### src/rtl/evaluar_pareja.sv
// rtl/evaluar_pareja.sv - memory-card pair evaluation: scan, compare, hold, write back
module evaluar_pareja #(
  parameter int HOLD_CYCLES = 50_000_000
) (
  input  logic       clk,
  input  logic       rst,
  input  logic       start,
  input  logic [4:0] arr_cards_in  [0:15],
  output logic [4:0] arr_cards_out [0:15],
  output logic       done,
  output logic       match,
  output logic       error,
  output logic       all_matched
);

  localparam int HW = $clog2(HOLD_CYCLES + 1);

  typedef enum logic [2:0] {IDLE, LOAD, SCAN, COMPARE, HOLD, WRITE, DONE} state_t;
  typedef enum logic [1:0] {MODE_MATCH, MODE_MISMATCH, MODE_ERROR} mode_t;

  state_t        state_q, state_d;
  mode_t         mode_q, mode_d;
  logic [4:0]    arr_q [0:15];
  logic [4:0]    arr_d [0:15];
  logic [3:0]    idx_q, idx_d;
  logic [1:0]    cnt_q, cnt_d;
  logic [3:0]    idx_a_q, idx_a_d;
  logic [3:0]    idx_b_q, idx_b_d;
  logic [HW-1:0] hold_q, hold_d;
  logic          match_q, match_d;
  logic          error_q, error_d;
  logic          all_matched_q, all_matched_d;

  always_comb begin
    state_d       = state_q;
    mode_d        = mode_q;
    arr_d         = arr_q;
    idx_d         = idx_q;
    cnt_d         = cnt_q;
    idx_a_d       = idx_a_q;
    idx_b_d       = idx_b_q;
    hold_d        = hold_q;
    match_d       = match_q;
    error_d       = error_q;
    all_matched_d = all_matched_q;

    case (state_q)
      IDLE: begin
        if (start) begin
          state_d       = LOAD;
          match_d       = 1'b0;
          error_d       = 1'b0;
          all_matched_d = 1'b0;
        end
      end
      LOAD: begin
        arr_d   = arr_cards_in;
        idx_d   = 4'd0;
        cnt_d   = 2'd0;
        idx_a_d = 4'd0;
        idx_b_d = 4'd0;
        hold_d  = '0;
        state_d = SCAN;
      end
      SCAN: begin
        if (arr_q[idx_q][4:3] == 2'b01) begin
          if (cnt_q == 2'd0) idx_a_d = idx_q;
          if (cnt_q == 2'd1) idx_b_d = idx_q;
          if (cnt_q != 2'd3) cnt_d = cnt_q + 2'd1;
        end
        if (idx_q == 4'd15) state_d = COMPARE;
        else                idx_d   = idx_q + 4'd1;
      end
      COMPARE: begin
        if (cnt_q != 2'd2) begin
          mode_d  = MODE_ERROR;
          state_d = WRITE;
        end else if (arr_q[idx_a_q][2:0] == arr_q[idx_b_q][2:0]) begin
          mode_d  = MODE_MATCH;
          state_d = WRITE;
        end else begin
          hold_d  = '0;
          state_d = HOLD;
        end
      end
      HOLD: begin
        if (hold_q == HW'(HOLD_CYCLES - 1)) begin
          mode_d  = MODE_MISMATCH;
          state_d = WRITE;
        end else begin
          hold_d = hold_q + 1'b1;
        end
      end
      WRITE: begin
        // Only face-up cards are ever touched; other states pass through.
        for (int i = 0; i < 16; i++) begin
          if (arr_q[i][4:3] == 2'b01) begin
            if (mode_q == MODE_ERROR) begin
              arr_d[i][4:3] = 2'b00;
            end else if (4'(i) == idx_a_q || 4'(i) == idx_b_q) begin
              arr_d[i][4:3] = (mode_q == MODE_MATCH) ? 2'b10 : 2'b00;
            end
          end
        end
        all_matched_d = 1'b1;
        for (int i = 0; i < 16; i++) begin
          if (arr_d[i][4:3] != 2'b10) all_matched_d = 1'b0;
        end
        match_d = (mode_q == MODE_MATCH);
        error_d = (mode_q == MODE_ERROR);
        state_d = DONE;
      end
      DONE: begin
        state_d = IDLE;
      end
      default: begin
        state_d = IDLE;
      end
    endcase
  end

  always_ff @(posedge clk) begin
    if (rst) begin
      state_q       <= IDLE;
      mode_q        <= MODE_MATCH;
      for (int i = 0; i < 16; i++) arr_q[i] <= 5'b00000;
      idx_q         <= 4'd0;
      cnt_q         <= 2'd0;
      idx_a_q       <= 4'd0;
      idx_b_q       <= 4'd0;
      hold_q        <= '0;
      match_q       <= 1'b0;
      error_q       <= 1'b0;
      all_matched_q <= 1'b0;
    end else begin
      state_q       <= state_d;
      mode_q        <= mode_d;
      arr_q         <= arr_d;
      idx_q         <= idx_d;
      cnt_q         <= cnt_d;
      idx_a_q       <= idx_a_d;
      idx_b_q       <= idx_b_d;
      hold_q        <= hold_d;
      match_q       <= match_d;
      error_q       <= error_d;
      all_matched_q <= all_matched_d;
    end
  end

  assign arr_cards_out = arr_q;
  assign done          = (state_q == DONE);
  assign match         = match_q;
  assign error         = error_q;
  assign all_matched   = all_matched_q;

endmodule

### config.mk
export PLATFORM = sky130hd
export DESIGN_NAME = evaluar_pareja
export DESIGN_NICKNAME = d
export VERILOG_FILES = /design/src/rtl/evaluar_pareja.sv
export SDC_FILE = /design/constraint.sdc
export NUM_CORES = 1
export LEC_CHECK = 0
export ABC_AREA = 1
export BUFFER_PORTS_ARGS = -buffer_cell sky130_fd_sc_hd__buf_4
export CAP_MARGIN = 0
export CELL_PAD_IN_SITES_DETAIL_PLACEMENT = 1
export CELL_PAD_IN_SITES_GLOBAL_PLACEMENT = 2
export CORE_MARGIN = 1.5
export CORE_UTILIZATION = 31
export CTS_CLUSTER_DIAMETER = 60
export DETAILED_ROUTE_END_ITERATION = 7
export MAX_ROUTING_LAYER = met4
export PLACE_DENSITY = 0.95
export SYNTH_ARGS = -nofsm -noshare
export SYNTH_HDL_FRONTEND = slang
export SYNTH_SLANG_ARGS = --single-unit
### constraint.sdc
create_clock -name clk -period 4 [get_ports clk]
set_clock_uncertainty 0.05 [all_clocks]
set_input_delay 1 -clock clk [delete_from_list [all_inputs] [get_ports clk]]
set_output_delay 1 -clock clk [all_outputs]
set_load 0.01 [all_outputs]
==> flow_summary.yaml <==
outcome:
  status: "finished, final reports clean"
yosys:
  ys_types: 40
  syn_nets: 1311
  syn_area_um2: 7650
  ys_warn_count: 0
  synth-async-reset-ratio: 0
  synth_edf_count: 0
  syn_area_per_cell_um2: 6.26
  synth_ff_type: "dfxtp_1"
  postSynthRegisterBits: 128
  ys_seq_area_frac: 0.335
  synthCells: 1222
placement:
  routabilityCongestion: 0.879
  portBuffers: 166
  dp_hpwl_um: 20200
floorplanning:
  coreArea_um2: 24200
  die_w_um: 160
  num_rows: 57
  initial_core_util: 0.315
  dieArea_um2: 25600
  dieHeight_um: 160
  ioPinCount: 167
setup_path:
  worstSetupEndpointType: "register"
  crit_required_ps: 4290
  cp.arrival_ps: 3300
  path_common_cell: "nand2_1"
  worstPathMaxFanout: 28
  r2r_setup_slack_ps: 980
  crit_type: "register to register"
  slowest_delay_ps: 830
  cp_cell_sequence: "nand2_1 -> nor2_1 -> nor2_1 -> nand2_1 -> nand2_1 -> nand2_1 -> inv_1 -> nand2_1 -> nand2_1 -> nand2_2 -> nand4_4 -> nand3_4 -> nand2_1 -> a21oi_1"
  start_kind: "register"
  critical_path.slowest_cell: "dfxtp_1"
timing:
  fin_crit_sh: 0.754
  min_period_ps: 3020
  finalSetupViolations: 0
  slew_headroom: 0.279
  slew_viol_final: 0
  rsz0062_at_grt: "false"
  tightest_slew_ps: 1080
  hold_viol_final: 0
  max_freq_ghz: 0.332
  finalSetupTns_ps: 0
global_route:
  grt_overflow_total: 0
  grt_max_degree: 76
  grt_pass1_wl_um: 44300
  grt.total_usage: 0.219
  grt_pass1_vias: 8570
  antenna_found_initial: 0
clock_network:
  cts_tree: "yes"
  clock_latency_ps: 420
  cts.clk_slew.worst_paths_ps: 60
  cts_made_buffers: 17
  cts_resized: 0
  cts_root_buf: "clkbuf_16"
  clock-sinks: 128
  cts-hold-fix-buffers: 0
  htree_levels: 4
  clk_path_buf_depth: 2
  cts_setup_buffers: 0
route:
  drc: 0
  antenna_left: 0
  detail_route.wl_per_cell_um: 16.1
  vias_per_cell: 5.05
  dr_total_vias: 8562
  routed_wl_um: 27400
  drt_iter0_markers: 358
  drt_pre_antenna_iters: 5
pwr:
  ir_worst_vdd_mv: 0.264
  power_density_nw_per_um2: 632
  p_leak_nw: 4.00
final_layout:
  final_util: 0.401
  antennaDiodeCount: 0
  drive_gt1_frac: 0.172
  nets: 1449
  areaGrowthSynthToFinish_pct: 27.0
flow_run:
  cap_violations: 0
hold_path:
  hold_path.class: "register to register"
## final cells by class
type                       count  area, µm²
sequential                   128       2560
fill                        3253      14500
multi-input combinational    926       4360
tap                          324        405
clock buffer                  18        439
inverter                     110        415
timing repair buffer         177       1330
clock inverter                14        201
## cells in the mapped netlist (7+ instances only)
| cell type | n | area [µm²] |
|---|---|---|
| nand2_1 | 361 | 1360 |
| clkbuf_1 | 35 | 131 |
| nand4_1 | 26 | 163 |
| o21ai_0 | 88 | 440 |
| nor3_1 | 22 | 110 |
| a31oi_1 | 7 | 43.8 |
| buf_2 | 11 | 55.1 |
| xor2_1 | 14 | 123 |
| o22ai_1 | 16 | 100 |
| nor2_1 | 162 | 608 |
| inv_1 | 99 | 372 |
| or2_2 | 7 | 43.8 |
| dfxtp_1 | 128 | 2560 |
| buf_6 | 11 | 124 |
| a21oi_1 | 100 | 500 |
| a22oi_1 | 31 | 233 |
| nand3_1 | 51 | 255 |
## per-layer routing
layer / vias to the layer above / share of wire / global-route usage
li1: 4295 / - / -
met1: 4103 / 0.45 / 0.266
met2: 139 / 0.51 / 0.383
met3: 25 / 0.032 / 0.0325
met4: 0 / 0.011 / 0.0506
met5: - / 0 / -
## state kept, by name, indices dropped and copies added (netlist names)
signal         cells
idx_a_q            4
cnt_q              2
error              1
hold_q            26
all_matched        1
mode_q             2
match              1
state_q            3
idx_b_q            4
idx_q              4
arr_cards_out     80
## kinds of logic (layout without fill, tap and decap cells)
| kind of cell | count (synthesis) | in the layout | share of synthesized area |
|---|---|---|---|
| fa+ha+maj | 6 | 6 | 0.00982 |
| simple gates | 644 | 644 | 0.349 |
| compound gates | 259 | 259 | 0.191 |
| buf+inv | 168 | 319 | 0.0959 |
| flops | 128 | 128 | 0.335 |
| xor+xnor | 17 | 17 | 0.0195 |
## final timing paths
| check | end | cells past startpoint | start |
|---|---|---|---|
| worst min register to register | error | 2 | error |
| worst max register to register | hold_q[25] | 14 | idx_b_q[0] |
| worst min-delay path | error | 2 | error |
| worst max-delay path | hold_q[25] | 14 | idx_b_q[0] |
## metrics by stage
step,setup slack [ps],power (mW),hold slack (ps),area (µm²),std cells
after floorplan,1990,3.44,403,7650,1222
after global placement,1070,4.40,416,9070,1665
after detailed placement,1070,4.45,423,9070,1665
after CTS,1010,6.19,433,9710,1697
after global routing,710,6.57,445,9710,1697
final,985,6.13,423,9710,1697
## report_power, final
group          internal [mW]  leakage (nW)  switching, mW
clock network           1.07         0.308          0.643
registers               1.60          1.04          0.385
logic                  0.917          2.65           1.52
total                   3.59          4.00           2.54
## layout by cell type (no fill, tap or decap), types with 5 or more instances in the layout
| master | n |
|---|---|
| nor3_1 | 22 |
| inv_1 | 99 |
| inv_6 | 5 |
| buf_4 | 177 |
| ha_1 | 6 |
| nand4_1 | 26 |
| nand3_1 | 51 |
| o22ai_1 | 16 |
| dfxtp_1 | 128 |
| nand2_1 | 361 |
| a22oi_1 | 31 |
| or2_2 | 7 |
| a31oi_1 | 7 |
| xor2_1 | 14 |
| inv_2 | 6 |
| nor2_1 | 160 |
| clkbuf_16 | 17 |
| a21oi_1 | 100 |
| o21ai_0 | 88 |
## critical path, delay by kind of cell, from the launching register on
| kind | cells | cell delay (ps) |
|---|---|---|
| and+or+nand+nor | 12 | 1810 |
| DFF | 1 | 830 |
| buffers and inverters | 1 | 50 |
| AOI/OAI and AO/OA | 1 | 170 |
Note: power is estimated with default switching activity, not from simulation.
